<file path="config.mk">
export PLATFORM = sky130hd
export DESIGN_NAME = keypad_matrix_emu_flat
export DESIGN_NICKNAME = d
export VERILOG_FILES = /design/src/rtl/keypad_pkg.sv /design/src/rtl/keypad_matrix_emu_if.sv /design/src/rtl/keypad_emu_timer.sv /design/src/rtl/keypad_matrix_emu.sv /design/src/flat_wrapper.sv
export SDC_FILE = /design/constraint.sdc
export NUM_CORES = 1
export LEC_CHECK = 0
export CELL_PAD_IN_SITES_DETAIL_PLACEMENT = 0
export CELL_PAD_IN_SITES_GLOBAL_PLACEMENT = 1
export CORE_UTILIZATION = 43
export DETAILED_ROUTE_END_ITERATION = 8
export PLACE_DENSITY_LB_ADDON = 0.1
export SYNTH_ARGS = -nofsm -noshare
export SYNTH_HDL_FRONTEND = slang
export SYNTH_SLANG_ARGS = --single-unit
export TNS_END_PERCENT = 10
</file>
<file path="constraint.sdc">
create_clock -name clk -period 3.2 [get_ports clk]
set_clock_uncertainty 0.15 [all_clocks]
set_input_delay 0.64 -clock clk [delete_from_list [all_inputs] [get_ports clk]]
set_output_delay 0.64 -clock clk [all_outputs]
set_load 0.01 [all_outputs]
</file>
<file path="src/rtl/keypad_pkg.sv">
// Shared definitions for the keypad matrix emulator: arrow-key codes and FSM state encoding.
package keypad_pkg;

  localparam logic [3:0] KEY_LEFT  = 4'h1;
  localparam logic [3:0] KEY_DOWN  = 4'h2;
  localparam logic [3:0] KEY_RIGHT = 4'h3;
  localparam logic [3:0] KEY_UP    = 4'h6;

  typedef enum logic [1:0] {
    StIdle  = 2'd0,
    StPress = 2'd1,
    StGap   = 2'd2
  } emu_state_e;

endpackage

</file>
<file path="src/rtl/keypad_matrix_emu_if.sv">
// Command and matrix-line bundle between a move source / scanner pair and the keypad emulator.
interface keypad_matrix_emu_if;

  logic       cmd_valid;
  logic [3:0] cmd_code;
  logic       cmd_ready;
  logic [3:0] col;
  logic [3:0] row;
  logic       busy;
  logic       done;

  modport master (
    output cmd_valid, cmd_code, col,
    input  cmd_ready, row, busy, done
  );

  modport slave (
    input  cmd_valid, cmd_code, col,
    output cmd_ready, row, busy, done
  );

endinterface

</file>
<file path="src/rtl/keypad_emu_timer.sv">
// Loadable down-counter that saturates at zero; shared by the hold and gap phases.
module keypad_emu_timer #(
  parameter int unsigned CNT_W = 22
) (
  input  logic             clk,
  input  logic             rst,
  input  logic             load_i,
  input  logic [CNT_W-1:0] load_val_i,
  output logic             zero_o
);

  logic [CNT_W-1:0] cnt_q, cnt_d;

  always_comb begin
    cnt_d = cnt_q;
    if (load_i) begin
      cnt_d = load_val_i;
    end else if (cnt_q != '0) begin
      cnt_d = cnt_q - 1'b1;
    end
  end

  always_ff @(posedge clk or posedge rst) begin
    if (rst) begin
      cnt_q <= '0;
    end else begin
      cnt_q <= cnt_d;
    end
  end

  assign zero_o = (cnt_q == '0);

endmodule

</file>
<file path="src/rtl/keypad_matrix_emu.sv">
// Emulates a 4x4 membrane keypad holding one commanded key: rows echo the matching column strobe.
module keypad_matrix_emu
  import keypad_pkg::*;
#(
  parameter int unsigned HOLD_CYCLES = 2_000_000,
  parameter int unsigned GAP_CYCLES  = 2_000_000,
  parameter int unsigned CNT_W       = 22
) (
  input  logic                 clk,
  input  logic                 rst,
  keypad_matrix_emu_if.slave   bus
);

  localparam logic [CNT_W-1:0] HoldLoad = CNT_W'(HOLD_CYCLES - 1);
  localparam logic [CNT_W-1:0] GapLoad  = CNT_W'(GAP_CYCLES - 1);

  emu_state_e       state_q, state_d;
  logic [3:0]       key_q, key_d;
  logic [3:0]       row_q, row_d;
  logic             tmr_load;
  logic [CNT_W-1:0] tmr_load_val;
  logic             tmr_zero;
  logic             accept;

  keypad_emu_timer #(
    .CNT_W (CNT_W)
  ) u_timer (
    .clk        (clk),
    .rst        (rst),
    .load_i     (tmr_load),
    .load_val_i (tmr_load_val),
    .zero_o     (tmr_zero)
  );

  assign accept = bus.cmd_valid && (state_q == StIdle);

  always_ff @(posedge clk or posedge rst) begin
    if (rst) begin
      state_q <= StIdle;
      key_q   <= 4'h0;
      row_q   <= 4'hF;
    end else begin
      state_q <= state_d;
      key_q   <= key_d;
      row_q   <= row_d;
    end
  end

  always_comb begin
    state_d      = state_q;
    key_d        = key_q;
    tmr_load     = 1'b0;
    tmr_load_val = HoldLoad;
    unique case (state_q)
      StIdle: begin
        if (accept) begin
          key_d    = bus.cmd_code;
          tmr_load = 1'b1;
          state_d  = StPress;
        end
      end
      StPress: begin
        if (tmr_zero) begin
          tmr_load     = 1'b1;
          tmr_load_val = GapLoad;
          state_d      = StGap;
        end
      end
      StGap: begin
        if (tmr_zero) begin
          state_d = StIdle;
        end
      end
      default: state_d = StIdle;
    endcase
  end

  // A closed switch shorts row r to column c, so row r sees exactly what column c is driven to.
  always_comb begin
    row_d = 4'hF;
    if (state_q == StPress) begin
      row_d[key_q[3:2]] = bus.col[key_q[1:0]];
    end
  end

  always_comb begin
    bus.cmd_ready = (state_q == StIdle);
    bus.busy      = (state_q == StPress) || (state_q == StGap);
    bus.done      = (state_q == StGap) && tmr_zero;
    bus.row       = row_q;
  end

endmodule
</file>
<file path="src/flat_wrapper.sv">
// flat-port wrapper written by rule: the top's interface ports become plain ports
module keypad_matrix_emu_flat import keypad_pkg::*;
#(
  parameter int unsigned HOLD_CYCLES = 2_000_000,
  parameter int unsigned GAP_CYCLES  = 2_000_000,
  parameter int unsigned CNT_W       = 22
)
  (clk, rst, bus_cmd_valid, bus_cmd_code, bus_col, bus_cmd_ready, bus_row, bus_busy, bus_done);
  keypad_matrix_emu_if bus_i ();
  input  logic clk;
  input  logic rst;
  input wire logic [$bits(bus_i.cmd_valid)-1:0] bus_cmd_valid;
  input wire logic [$bits(bus_i.cmd_code)-1:0] bus_cmd_code;
  input wire logic [$bits(bus_i.col)-1:0] bus_col;
  output wire logic [$bits(bus_i.cmd_ready)-1:0] bus_cmd_ready;
  output wire logic [$bits(bus_i.row)-1:0] bus_row;
  output wire logic [$bits(bus_i.busy)-1:0] bus_busy;
  output wire logic [$bits(bus_i.done)-1:0] bus_done;
  assign bus_i.cmd_valid = bus_cmd_valid;
  assign bus_i.cmd_code = bus_cmd_code;
  assign bus_i.col = bus_col;
  assign bus_cmd_ready = bus_i.cmd_ready;
  assign bus_row = bus_i.row;
  assign bus_busy = bus_i.busy;
  assign bus_done = bus_i.done;
  keypad_matrix_emu #(.HOLD_CYCLES(HOLD_CYCLES), .GAP_CYCLES(GAP_CYCLES), .CNT_W(CNT_W)) u_core (.clk(clk), .rst(rst), .bus(bus_i));
endmodule
</file>
After elaboration in Yosys (flattened, before gate mapping)
Cells that the tools add are included.
{ "classes": {"n_mux": 14, "eq_ne": 5, "reduce_logical": 10, "add_sub_neg": 1, "n_bitwise": 2, "magnitude_cmp": 3} }
{ "ops": {"columns": ["cell", "n"], "rows": [
  ["$mux W22", 2],
  ["$logic_not A22 Y1", 1],
  ["$reduce_bool A22 Y1", 1],
  ["$sub A22 B1 Y22 const B", 1],
  ["$lt A2 B3 Y1 const B", 2],
  ["$mux W2", 3],
  ["$ne A2 B1 Y1 const B", 3],
  ["$pmux W2 S3", 1],
  ["$mux W1", 4],
  ["$mux W4", 1],
  ["$not A4 Y4", 1],
  ["$or A4 B4 Y4", 1],
  ["$logic_and A1 B1 Y1", 3],
  ["$reduce_and A3 Y1", 1],
  ["$bmux W1 S2", 1],
  ["$demux W1 S2", 1],
  ["$eq A2 B1 Y1 const B", 1],
  ["$eq A2 B2 Y1 const B", 1],
  ["$ge A2 B1 Y1 const B", 1],
  ["$logic_not A2 Y1", 1],
  ["$pmux W1 S2", 1],
  ["$reduce_and A2 Y1", 1],
  ["$reduce_bool A2 Y1", 1],
  ["$logic_or A1 B1 Y1", 1]
]} }
{ "word_totals": {"regBits": 32, "output_inout_bits": 7} }

Depth between registers and ports, before layout
Gate-level depths: netlist of run 1.
{ "depth": {"ltp_word": 7, "depth_mapped": 8} }

By module
Synthesis of run 1 repeated with hierarchy kept, for this count alone.
{ "hier_totals": {"hier_cells": 204, "area_unflattened_um2": 1964.4} }
{ "modules_own_cells": {"columns": ["mod", "area_per_inst_um2", "instances", "cells_per_inst"], "rows": [
  ["keypad_emu_timer", 1435.1, 1, 160],
  ["keypad_matrix_emu", 529.3, 1, 44]
]} }

Least setup slack after synthesis of run 1
Ideal clock, no wire load.
{ "synth_path": {"kind": "flip-flop to output port", "startpoint": "register u_core.u_timer.cnt_q[13]", "endpoint": "output bus_done", "path_stages_with_launch": 6, "t_arrival_ns": 1.914, "required_ns": 2.410, "path_slack_ns": 0.496, "cell_sequence": "dfrtp_1 > or4_4 > or4b_4 > buf_6 > nor2_4 > and2_1"} }
{ "synth_between": {"elab_chain_len": 2} }
{ "synth_lines": {"columns": ["element", "line_no", "text"], "rows": [
  ["start: declaration", "keypad_emu_timer.sv:12", "logic [CNT_W-1:0] cnt_q, cnt_d;"],
  ["start signal: assignment", "keypad_emu_timer.sv:27", "cnt_q <= cnt_d;"],
  ["$logic_not A22 Y1", "keypad_emu_timer.sv:31", "assign zero_o = (cnt_q == '0);"],
  ["$logic_and A1 B1 Y1", "keypad_matrix_emu.sv:89", "bus.done = (state_q == StGap) && tmr_zero;"],
  ["end: declaration", "flat_wrapper.sv:18", "output wire logic [$bits(bus_i.done)-1:0] bus_done;"]
]} }
No other way between the ends.

Worst setup path in the final report of run 1
Ends and elaborated chain as after synthesis.

==> flow_results.org, run 1 <==
** Timing
- Rel. slew slack :: 57.39%
- Unrepaired setup endpoints after global routing :: no
- Final Cycle Share :: 96.04%
- Setup Total Neg Slack :: 0 ns
- Min Tclk post-route :: 3.073 ns
- The number of max-slew violations in the final report is 0.
- The total count of hold-check failures in the final report is 0.
- Across all hold checks on the routed design, the worst slack comes to 0.3154 ns.
- Setup violations remaining at the end of the flow were counted as 0.
- Top achievable clock speed :: 325.4 MHz
- Measured slew at the worst slew-check pin :: 0.6392 ns

** Clock network
- Clock-pin slew was measured on the worst setup and hold paths at 0.06 ns.
- CTS built an H-tree with a depth of 2.
- Clock Tree Buf Depth :: 2
- The root buffer cell chosen for the clock tree is clkbuf_8.
- Post-CTS Hold Buffers :: 0
- Clock latency on the worst-skew pair, taken at its later pin, is 0.28 ns.
- TritonCTS clock tree :: done
- The number of clock buffers added by TritonCTS is 5.
- CTS sink count :: 32

** Pwr
- Of the total power, the share spent switching nets is 29.99%.
- Logic gate share of total power :: 28.7%
- Relative contribution of sequential cells to total power :: 44.7%
- Summed over all cells, the static leakage comes to 0.7658 nW.
- The share of total power dissipated in the clock network is 26.6%.
- The worst-case IR drop observed on VDD is 0.3139 mV.
- In this run the power spent charging and discharging nets is 0.3572 mW.
- The internal portion of the total power is 0.8339 mW.
- In this run the power density over the cells is 580.1 nW/um2.

** Layout
- From synthesis to final layout, the design area changed by 20.84%.
- Most frequent standard cell in the layout excluding fill and tap cells :: dfrtp_1
- The number of antenna diodes in the final layout is 0.
- In the final layout, the share of cells above drive strength 1 is 18.97%.
- Net count of the finished layout :: 209
- After filler insertion, the fill cell instance count of the layout stands at 343.
- After the flow finishes, the layout carries non-filler instances totaling 243.
- Layout Utilization :: 55.25%
- The top cell types in the final layout, fill and taps aside, are dfrtp_1 (28), clkdlybuf4s50_1 (16), nand2_1 (12).

** Synthesis
- After synthesis, flip-flops and latches occupy 47.42% of the total area.
- Leading area contributor after synthesis :: dfrtp_1
- Post-synth cell types :: 45
- EDFF count, synth :: 0
- Largest cells by area after synthesis :: dfrtp_1 (41%), dfstp_2 (6.2%), xnor2_1 (4.6%)
- Synthesized Nets :: 181
- A synthesized cell averages 10.24 um2.
- In the synthesized netlist, the number of instances is 166.
- Leading register cell type out of synthesis :: dfrtp_1
- After synthesis the cells add up to 1699 um2.
- Share of flip-flops with an asynchronous set or reset :: 100.0%
- The synthesized design contains 32 register bits.
- Area share of the largest cell type after synthesis :: 41.24%
- Number of warning messages in the yosys log :: 0

** Drt
- Wires add up to 3.490 mm.
- In the routed layout, each cell is associated on average with a via count of 5.477.
- The final route contains 1,331 vias.
- After detailed routing, the number of remaining DRC violations is 0.
- After detailed routing, the average wire length per cell comes to 14.36 um.
- ANT nets after route :: 0
- Iter 0 DRT Violations :: 39
- Drt first pass iters :: 4

** GRT
- Largest net degree at the start of global routing :: 33
- GRT Resource Usage Total :: 19.53%
- Vias in the first global route :: 1,362
- Global-route wire length before repair :: 6.085 mm
- The total overflow left after global routing is 0.
- Initial antenna violation count :: 0

** Floorplan
- Ports placed on the boundary :: 18
- Die Footprint :: 4207 um2
- The initialized floorplan defines 22 standard-cell rows.
- The die is 64.86 um tall.
- The initial utilization of the core area, before any placement, comes to 45.72%.
- After floorplanning, the core was sized to cover 3716 um2.
- In this run the horizontal extent of the chip is 64.86 um.

** Worst setup path
- The critical path is of the flop to primary output type.
- Crit-path max cell delay :: 0.58 ns
- The worst setup path is captured at a primary output.
- The signal on the critical path passes through or4_4 > or4b_4 > nor2_4 > and2_1 > dlygate4sd2_1.
- Sum of buffers and inverters on the critical path :: 1
- Grouping stages by cell kind, the critical path spends the most delay in simple AND/OR/NAND/NOR gates.
- Of all nets on the critical path, the largest fanout is 6.
- CP required :: 2.41 ns
- The worst setup path is launched from a flop.
- The largest individual stage delay along the critical path comes from the cell or4_4.
- Critical path data arrival time :: 2.28 ns

** Placed design
- Placed Cells incl. Taps :: 235
- Routability-driven placement finished with a final weighted congestion of 0.7810.
- Half-perimeter wire length of the detailed placement result :: 2.526 mm
- Port Buffer Count :: 17

** Status
- The run finished with clean final reports.

** Min path
- The worst hold path belongs to the class flop to flop.

** Run
- The tool flagged a number of max-cap violations equal to 0.
## final timing paths
| path | from | cells after the start | slack, ns | endpoint |
|---|---|---|---|---|
| max in group asynchronous | rst | 3 | 1.98 | u_core.bus.row[1] |
| min reg2reg | u_core.key_q[3] | 1 | 0.32 | u_core.bus.row[2] |
| min | u_core.key_q[3] | 1 | 0.32 | u_core.bus.row[2] |
| max | u_core.u_timer.cnt_q[13] | 5 | 0.13 | bus_done |
| min in group asynchronous | rst | 3 | 0.59 | u_core.u_timer.cnt_q[19] |
| max reg2reg | u_core.u_timer.cnt_q[13] | 5 | 0.61 | u_core.u_timer.cnt_q[20] |
## stage by stage
step           power (mW)  setup WS (ns)  instance area (um2)
2_1_floorplan      0.7718         0.4962                 1699
3_3_place_gp       0.8682         0.1584                 1964
3_5_place_dp       0.8859         0.1522                 1964
4_1_cts             1.208         0.1085                 2053
5_1_grt             1.268        0.03238                 2053
6_report            1.191         0.1267                 2053
## worst reg2reg max path: stages (launching register included)
cell      delay, ns
dfrtp_1        0.39
or4_4          0.58
or4b_4         0.52
buf_4          0.19
o31a_1         0.52
o211ai_1       0.17
## synth_stat cells (2+ instances only)
cell type,instances
xor2_1,2
o21ai_0,11
a211oi_1,2
buf_6,2
o211ai_1,2
a21oi_1,5
ha_1,4
or3b_2,2
nor3_1,5
or3_1,9
nand3_1,6
mux2_2,5
dfrtp_1,28
inv_1,8
nand2_2,3
dfstp_2,4
nor4_1,8
xnor2_1,9
nand2_1,12
nand2b_1,4
nand3_2,2
nor2_1,10
## final cells by class
class / instances / area [um2] / area share (%)
clock buffers: 8 / 90.09 / 4.388
repair buffers: 27 / 244.0 / 11.88
flip-flops and latches: 32 / 805.8 / 39.24
multi-input cells: 120 / 823.3 / 40.10
inverters: 8 / 30.03 / 1.463
well taps: 48 / 60.06 / 2.925
## metal layers
metal	up-vias	GRT usage, %	wire length (um)	part of all wire (%)
met5	-	0	0	0
met4	0	7.222	48	1.4
met3	6	6.866	121	3.5
met2	22	32.94	1760	50
met1	657	22.60	1559	45
li1	646	-	-	-
## power by group through the flow
stage          registers (mW)  logic, mW  clock network, mW
3_3_place_gp            0.537      0.331                  0
3_5_place_dp            0.541      0.345                  0
6_report                0.532      0.342              0.317
4_1_cts                 0.534      0.348              0.327
5_1_grt                 0.541      0.378              0.349
2_1_floorplan           0.535      0.236                  0
## flip-flops by register name, summed over array words and instances, names as in the netlist
register	cells
u_core.bus.row	4
u_core.key_q	4
u_core.state_q	2
u_core.u_timer.cnt_q	22
## logic make-up after synthesis
logic type,Yosys count,share of synthesized area [%]
compound gates,30,11.71
xor+xnor,11,5.671
fa+ha+maj,4,2.946
buf+inv,14,4.123
flops,32,47.42
mux,6,4.639
simple gates,69,23.49
## repair_timing
item | CTS | global route
setup buffers | 0 | 0
gates resized for setup | 1 | 0
endpoints found under the hold margin | 0 | 0
setup endpoints to repair | 1 | 0
Note: power is estimated with default switching activity, not from simulation.
==> inputs of run 2 (changes only) <==
- CORE_UTILIZATION: 43 -> 44
- SYNTH_HIERARCHICAL: not set -> 1
==> flow_results.org, run 2 <==
** Status
- The run finished with clean final reports.

** Min path
- Worst Min Path Start :: u_core/key_q[2]
- The path with the worst hold slack has its endpoint at u_core/bus.row[3].
- The tightest min-delay check is of the flop to flop type.
- Cell depth of the worst hold path :: 1 (unchanged)

** Clock network
- The maximum level of the CTS H-tree was 2 (unchanged).
- Post-CTS setup buffer count :: 0 (unchanged)
- The post-cts resize count was 0 (-1).
- Buffer cell driving the clock tree root :: clkbuf_8
- Post-CTS Hold Buffers :: 0 (unchanged)
- Clock Tree Buf Depth :: 2 (unchanged)
- The number of buffers added by the clock tree synthesis step came to 5 (unchanged).
- TritonCTS built the clock tree.
- The number of sinks driven by the clock tree is 32 (unchanged).
- The latest clock arrival within the worst-skew pair was 0.29 ns (about the same).
- Clock-pin slew of the registers on the worst-case setup and hold paths :: 0.06 ns (about the same)

** GRT
- Vias in the first global route :: 1,549 (+14%)
- met2 is the most crowded layer.
- GRT Resource Usage Total :: 21.75% (+2.2 points)
- The routing usage on met3 is 5.428% (-1.4 points).
- Global-route wire length before repair :: 7.417 mm (+22%)
- The global routing met2 resource utilization is 35.29% (+2.4 points).
- The number of antenna violations at the first check in global routing was 0 (unchanged).
- The met1 track demand over resource in global routing came to 28.06% (+5.5 points).
- The total global routing overflow was 0 (unchanged).
- Largest net degree at the start of global routing :: 23 (-30%)

** Layout
- The utilization after layout came to 57.07% (+1.8 points).
- Fillers :: 379 (+10%)
- Share of post-route cells with drive strength above 1 :: 14.11% (-4.9 points)
- The total non-filler cell area in the finished layout was 2365 um2 (+15%).
- Net count of the finished layout :: 264 (+26%)
- Most frequent standard cell in the layout excluding fill and tap cells :: dfrtp_1
- Flip-flop count of the largest register after layout :: 22 (unchanged)
- Register with the most flip-flops :: u_core/u_timer/cnt_q
- Area delta synth->final :: 20.38%
- The library cells used most frequently in the layout, excluding fill and tap cells, are dfrtp_1 (28), nand2_1 (22), conb_1 (22).
- The number of diodes came to 0 (unchanged).

** Synthesis
- Largest cells by area after synthesis :: dfrtp_1 (36%), dfstp_2 (5.4%), nand2_1 (4.2%)
- Share of flip-flops with an asynchronous set or reset :: 100.0% (unchanged)
- Dominant cell by count in the synthesized netlist :: dfrtp_1
- dfrtp_1 takes more of the synthesized area than any other cell.
- The netlist area before placement is 1964 um2 (+16%).
- Number of warning messages in the yosys log :: 6 (+6)
- Gate count after technology mapping :: 204 (+23%)
- The sequential cell area fraction in the yosys report was 41.02% (-6.4 points).
- Number of register bits inferred by synthesis :: 32 (unchanged)
- Synthesized area divided by synthesized cell count :: 9.629 um2 (-5.9%)
- The fraction of post-synthesis cell area in the top cell type by area came to 35.67% (-5.6 points).
- Leading register cell type out of synthesis :: dfrtp_1
- The number of distinct library cells after synthesis came to 54 (+20%).
- The count of flip-flops with a built-in enable after synthesis came to 0 (unchanged).
- By count the netlist is led by dfrtp_1 (28), nand2_1 (22), nor2_1 (18), inv_1 (8), o31ai_1 (8).

** Placed design
- The area of placed instances was 2270 um2 (+16%).
- Port Buffer Count :: 17 (unchanged)
- RePlAce Congestion :: 0.9166 (+17%)
- The post-detailed-placement half-perimeter wirelength was 3.236 mm (+28%).

** Worst setup path
- Sum of buffers and inverters on the critical path :: 1 (unchanged)
- Slowest CP cell :: clkdlybuf4s50_1
- CP delay by family, top :: simple AND/OR/NAND/NOR gates
- The required time reported for the critical path endpoint is 2.41 ns (about the same).
- The register-to-register setup slack came to 0.77 ns (+0.16 ns).
- The critical path goes through nor4_2 > nand4_1 > nor3_2 > and2_1 > clkdlybuf4s50_1.
- Largest fanout on the critical path :: 5 (-1)
- The worst register-to-register path ends at u_core/u_timer/cnt_q[5].
- Crit-path max cell delay :: 0.53 ns (-0.05 ns)
- Critical path data arrival time :: 2.29 ns (about the same)
- STA classifies the critical path endpoint as a primary output.
- The depth of the worst register-to-register path is 10 (+5).
- The critical path is of the flop to primary output type.
- Reg-to-reg startpoint :: u_core/u_timer/cnt_q[6]
- Startpoint Class :: flop

** Floorplan
- The floorplan die area came to 4736 um2 (+13%).
- Placement row count :: 23 (+4.5%)
- Ports placed on the boundary :: 18 (unchanged)
- Effective utilization at floorplan :: 47.40% (+1.7 points)
- The area of the placeable core is 4144 um2 (+12%).
- The die width is 68.82 um (+6.1%).
- The floorplan die height came to 68.82 um (+6.1%).

** Pwr
- Pwr dens :: 853.6 nW/um2 (+47%)
- The peak ir drop on the vdd network was 0.3124 mV (-0.45%).
- The leakage power of the design is 0.9660 nW (+26%).

** Drt
- DRC violation count after routing :: 0 (unchanged)
- The routed via count divided by cell count came to 5.490 (+0.23%).
- The routed wire length is 4.449 mm (+27%).
- Drt first pass iters :: 4 (unchanged)
- The number of DRC violations after detailed-routing iteration 0 was 53 (+36%).
- Routed wire length per instance :: 14.93 um (+4.0%)
- The number of vias in the routed layout is 1,636 (+23%).
- ANT nets after route :: 0 (unchanged)

** Timing
- Final Hold Vio Count :: 0 (unchanged)
- Min Tclk post-route :: 3.082 ns (+0.008569 ns)
- The final period utilization was 96.31% (+0.27 points).
- The pin slew with the least headroom to its limit is 0.8997 ns (+0.2605 ns).
- The total negative slack was 0 ns (unchanged).
- The number of max-slew violations in the final report came to 0 (unchanged).
- Unrepaired setup endpoints after global routing :: no
- The worst hold slack came to 0.3342 ns (+0.01884 ns).
- Final setup violation count :: 0 (unchanged)
- Top achievable clock speed :: 324.5 MHz (-0.28%)
- Rel. slew slack :: 39.96% (-17 points)

** Run
- The number of max-cap violations was 0 (unchanged).
[run 2: cell types whose count changed after synthesis, sizes merged, moves of 4 or more]
cell / change
xnor2: -7
nand3: -4
a31oi: +6
o21ai: -4
clkbuf: +5
nor2: +7
nand4: +4
o31ai: +6
or3: -7
nand2: +7
or4: +4
[run 2: worst max-delay path by stage]
stage | start | to | cells after the start
2_1_floorplan | u_core/u_timer/cnt_q[2] | u_core/u_timer/cnt_q[19] | 11
3_3_place_gp | u_core/u_timer/cnt_q[2] | bus_done | 5
3_5_place_dp | u_core/u_timer/cnt_q[6] | bus_done | 5
4_1_cts | u_core/u_timer/cnt_q[6] | bus_done | 5
5_1_grt | u_core/u_timer/cnt_q[6] | bus_done | 5
6_report | u_core/u_timer/cnt_q[6] | bus_done | 5
[run 2: final cells by class]
type	count	area, um2	area share (%)
timing repair buffer	24	222.7	9.418
tap	50	62.56	2.646
inverter	9	33.78	1.429
multi-input combinational	175	1150	48.62
sequential	32	805.8	34.07
clock buffer	8	90.09	3.810
[run 2: metal layers]
metal	up-vias	routed length, um	share of wire [%]
li1	820	-	-
met1	773	2117	48
met2	35	2105	47
met3	8	153	3.4
met4	0	72	1.6
met5	-	0	0
[run 2: per-stage QoR]
stage / cells / power [mW] / setup WS (ns)
after floorplan: 224 / 1.444 / 0.4998
after global placement: 290 / 1.635 / 0.3856
after detailed placement: 290 / 1.693 / 0.3340
after CTS: 298 / 2.023 / 0.01345
after global routing: 298 / 2.186 / 0.001087
final: 298 / 2.019 / 0.1181
[run 2: cell families (layout without fill, tap and decap cells)]
family          after synthesis  count (layout)  synth area share, %
simple gates                 87              87                25.41
xor+xnor                      5               5                2.230
buf+inv                      17              41                4.522
compound gates               45              45                16.88
other cells                   2              22               0.3823
mux                          10              10                5.732
fa+ha+maj                     6               6                3.822
flops                        32              32                41.02
[run 2: power breakdown]
part | switching, mW | total, mW | internal (mW)
Clock | 0.152 | 0.327 | 0.175
Combinational | 0.443 | 0.862 | 0.418
Sequential | 0.236 | 0.830 | 0.594
==> inputs of run 3 (changes only) <==
- CELL_PAD_IN_SITES_DETAIL_PLACEMENT: 0 -> not set
- CELL_PAD_IN_SITES_GLOBAL_PLACEMENT: 1 -> not set
- CORE_MARGIN: not set -> 2
- CORE_UTILIZATION: 44 -> 50
- PLACE_DENSITY: not set -> 0.71
- PLACE_DENSITY_LB_ADDON: 0.1 -> not set
==> flow_results.org, run 3 (synthesis results as in run 2) <==
** Timing
- The number of max-slew violations in the final report is 0 (unchanged).
- The pin slew with the least headroom to its limit was 0.9037 ns (+0.004051 ns).
- The maximum clock rate was 327.2 MHz (+0.85%).
- Rel. slew slack :: 39.68% (-0.27 points)
- The post-route minimum period is 3.056 ns (-0.02604 ns).
- Final Hold Vio Count :: 0 (unchanged)
- Final setup violation count :: 0 (unchanged)
- The worst hold slack is 0.3310 ns (-0.003243 ns).
- The final period utilization was 95.50% (-0.81 points).

** Layout
- Most frequent standard cell in the layout excluding fill and tap cells :: dfrtp_1
- Relative to the synthesized area, the layout overhead comes to 21.72%.
- The register with the most flip-flops in the final layout is u_core/u_timer/cnt_q.
- Leading cell types in the layout, fill and taps excluded :: dfrtp_1 (25), nand2_1 (22), conb_1 (22)
- Share of post-route cells with drive strength above 1 :: 16.87% (+2.8 points)
- Net count of the finished layout :: 265 (+0.38%)
- The number of diodes was 0 (unchanged).
- Finished Cell Area :: 2391 um2 (+1.1%)
- The flip-flop count of the largest register after layout was 22 (unchanged).

** Min path
- For hold timing, the worst endpoint is u_core/bus.row[3].
- Class of the worst hold path :: flop to flop
- Worst Min Path Start :: u_core/key_q[2]
- Cell depth of the worst hold path :: 1 (unchanged)

** Clock network
- Clock-pin slew of the registers on the worst-case setup and hold paths :: 0.06 ns (about the same)
- The latest clock arrival within the worst-skew pair came to 0.28 ns (about the same).
- The maximum level of the CTS H-tree is 2 (unchanged).
- Clock Tree Buf Depth :: 2 (unchanged)
- TritonCTS clock tree :: done
- CTS sink count :: 32 (unchanged)
- The post-CTS setup buffer count is 0 (unchanged).
- The post-cts resize count was 0 (unchanged).
- Post-CTS Hold Buffers :: 0 (unchanged)
- Number of CTS-inserted buffers :: 5 (unchanged)
- The cell sitting at the root of the clock tree is a clkbuf_8.

** Drt
- The routed wire length was 4.217 mm (-5.2%).
- Routed wire length per instance :: 14.20 um (-4.9%)
- Drt first pass iters :: 4 (unchanged)
- The remaining design rule violation count came to 0 (unchanged).
- ANT nets after route :: 0 (unchanged)
- Per-cell via count in the routed design :: 5.522 (+0.58%)
- The number of vias in the routed layout was 1,640 (+0.24%).
- The number of DRC violations after detailed-routing iteration 0 was 45 (-15%).

** Floorplan
- Overall die width :: 66.68 um (-3.1%)
- The area of the placeable core is 3716 um2 (-10%).
- Die Footprint :: 4446 um2 (-6.1%)
- Die height :: 66.68 um (-3.1%)
- Ports placed on the boundary :: 18 (unchanged)
- The starting density of the core came to 52.86% (+5.5 points).
- Placement row count :: 22 (-4.3%)

** Run
- The number of max-cap violations is 0 (unchanged).

** Worst setup path
- Reg-to-reg startpoint :: u_core/u_timer/cnt_q[9]
- CP required :: 2.41 ns (about the same)
- Slack of the worst reg-to-reg path :: 0.66 ns (-0.11 ns)
- The arrival time at the worst endpoint is 2.27 ns (-0.02 ns).
- End of the worst register-to-register path :: u_core/u_timer/cnt_q[5]
- Register-to-Register Path Depth :: 10 (unchanged)
- Setup CP Type :: flop to primary output
- The critical-path maximum fanout was 4 (-1).
- Startpoint Class :: flop
- Worst Setup End Kind :: primary output

** Placed design
- Half-perimeter wire length of the detailed placement result :: 3.110 mm (-3.9%)
- The routability congestion estimate from global placement was 0.8355 (-8.8%).
- Placed cell areas :: 2275 um2 (+0.22%)
- Port Buffer Count :: 17 (unchanged)

** GRT
- The total global routing overflow was 0 (unchanged).
- The number of global-route vias before repair is 1,588 (+2.5%).
- Global-route wire length before repair :: 7.307 mm (-1.5%)
- GRT Resource Usage Total :: 22.25% (+0.50 points)
- The number of antenna violations at the first check in global routing is 0 (unchanged).
- Largest net degree at the start of global routing :: 23 (unchanged)

** Pwr
- Static Leakage :: 0.9750 nW (+0.93%)
- The total power per unit cell area came to 845.8 nW/um2 (-0.92%).
- Overall power consumption :: 2.022 mW (+0.18%)
- The peak ir drop on the vdd network is 0.5056 mV (+62%).

** Status
- Result of the run :: complete, no violations
## run 3: changes by cell type in the layout (fill, tap and decap cells not counted), sizes merged
cell	previous run	this run
clkinv	1	3
buf	7	8
clkbuf	8	6
## run 3: worst max-delay path by stage
| stage | start | endpoint | slack [ns] | cells after the start |
|---|---|---|---|---|
| after floorplan | u_core/u_timer/cnt_q[2] | u_core/u_timer/cnt_q[19] | 0.50 | 11 |
| after global placement | u_core/u_timer/cnt_q[2] | bus_done | 0.38 | 5 |
| after detailed placement | u_core/u_timer/cnt_q[6] | bus_done | 0.36 | 5 |
| after CTS | u_core/u_timer/cnt_q[6] | bus_done | 0.03 | 5 |
| after global routing | u_core/u_timer/cnt_q[2] | bus_done | -0.009 | 5 |
| final | u_core/u_timer/cnt_q[9] | bus_done | 0.14 | 5 |
## run 3: layout make-up
type	instances	area, um2
Clock buffer	6	82.58
Clock inverter	2	10.01
Fill cell	314	1325
Inverter	9	33.78
Multi-Input combinational cell	175	1165
Sequential cell	32	809.5
Tap cell	48	60.06
Timing Repair Buffer	25	230.2
## run 3: where the power goes
part / internal (mW) / switching [mW] / total, mW / leakage [nW]
logic: 0.428 / 0.432 / 0.859 / 0.552
registers: 0.598 / 0.246 / 0.844 / 0.372
clock network: 0.171 / 0.147 / 0.319 / 0.0510
total: 1.20 / 0.825 / 2.02 / 0.975
## run 3: routing by layer
| layer | routed length [um] | track usage [%] | vias up |
|---|---|---|---|
| li1 | - | - | 830 |
| met4 | 74 | 8.929 | 0 |
| met2 | 2009 | 36.00 | 33 |
| met5 | 0 | 0 | - |
| met1 | 1988 | 28.60 | 769 |
| met3 | 145 | 5.236 | 8 |
## run 3: critical path: stages, from the launching register on
cell and delay (ns):
dfrtp_1 0.43, nor4_4 0.33, nand4_1 0.25, nor3_2 0.30, and2_1 0.15, clkdlybuf4s50_1 0.52
## run 3: metrics by stage
step	TNS, ns	std cells	setup slack [ns]	util, %
4_1_cts	0	297	0.02802	63.70
5_1_grt	-0.009362	297	-0.009362	64.34
2_1_floorplan	0	224	0.4998	-
3_5_place_dp	0	289	0.3566	61.21
6_report	0	297	0.1442	64.34
3_3_place_gp	0	289	0.3777	61.21
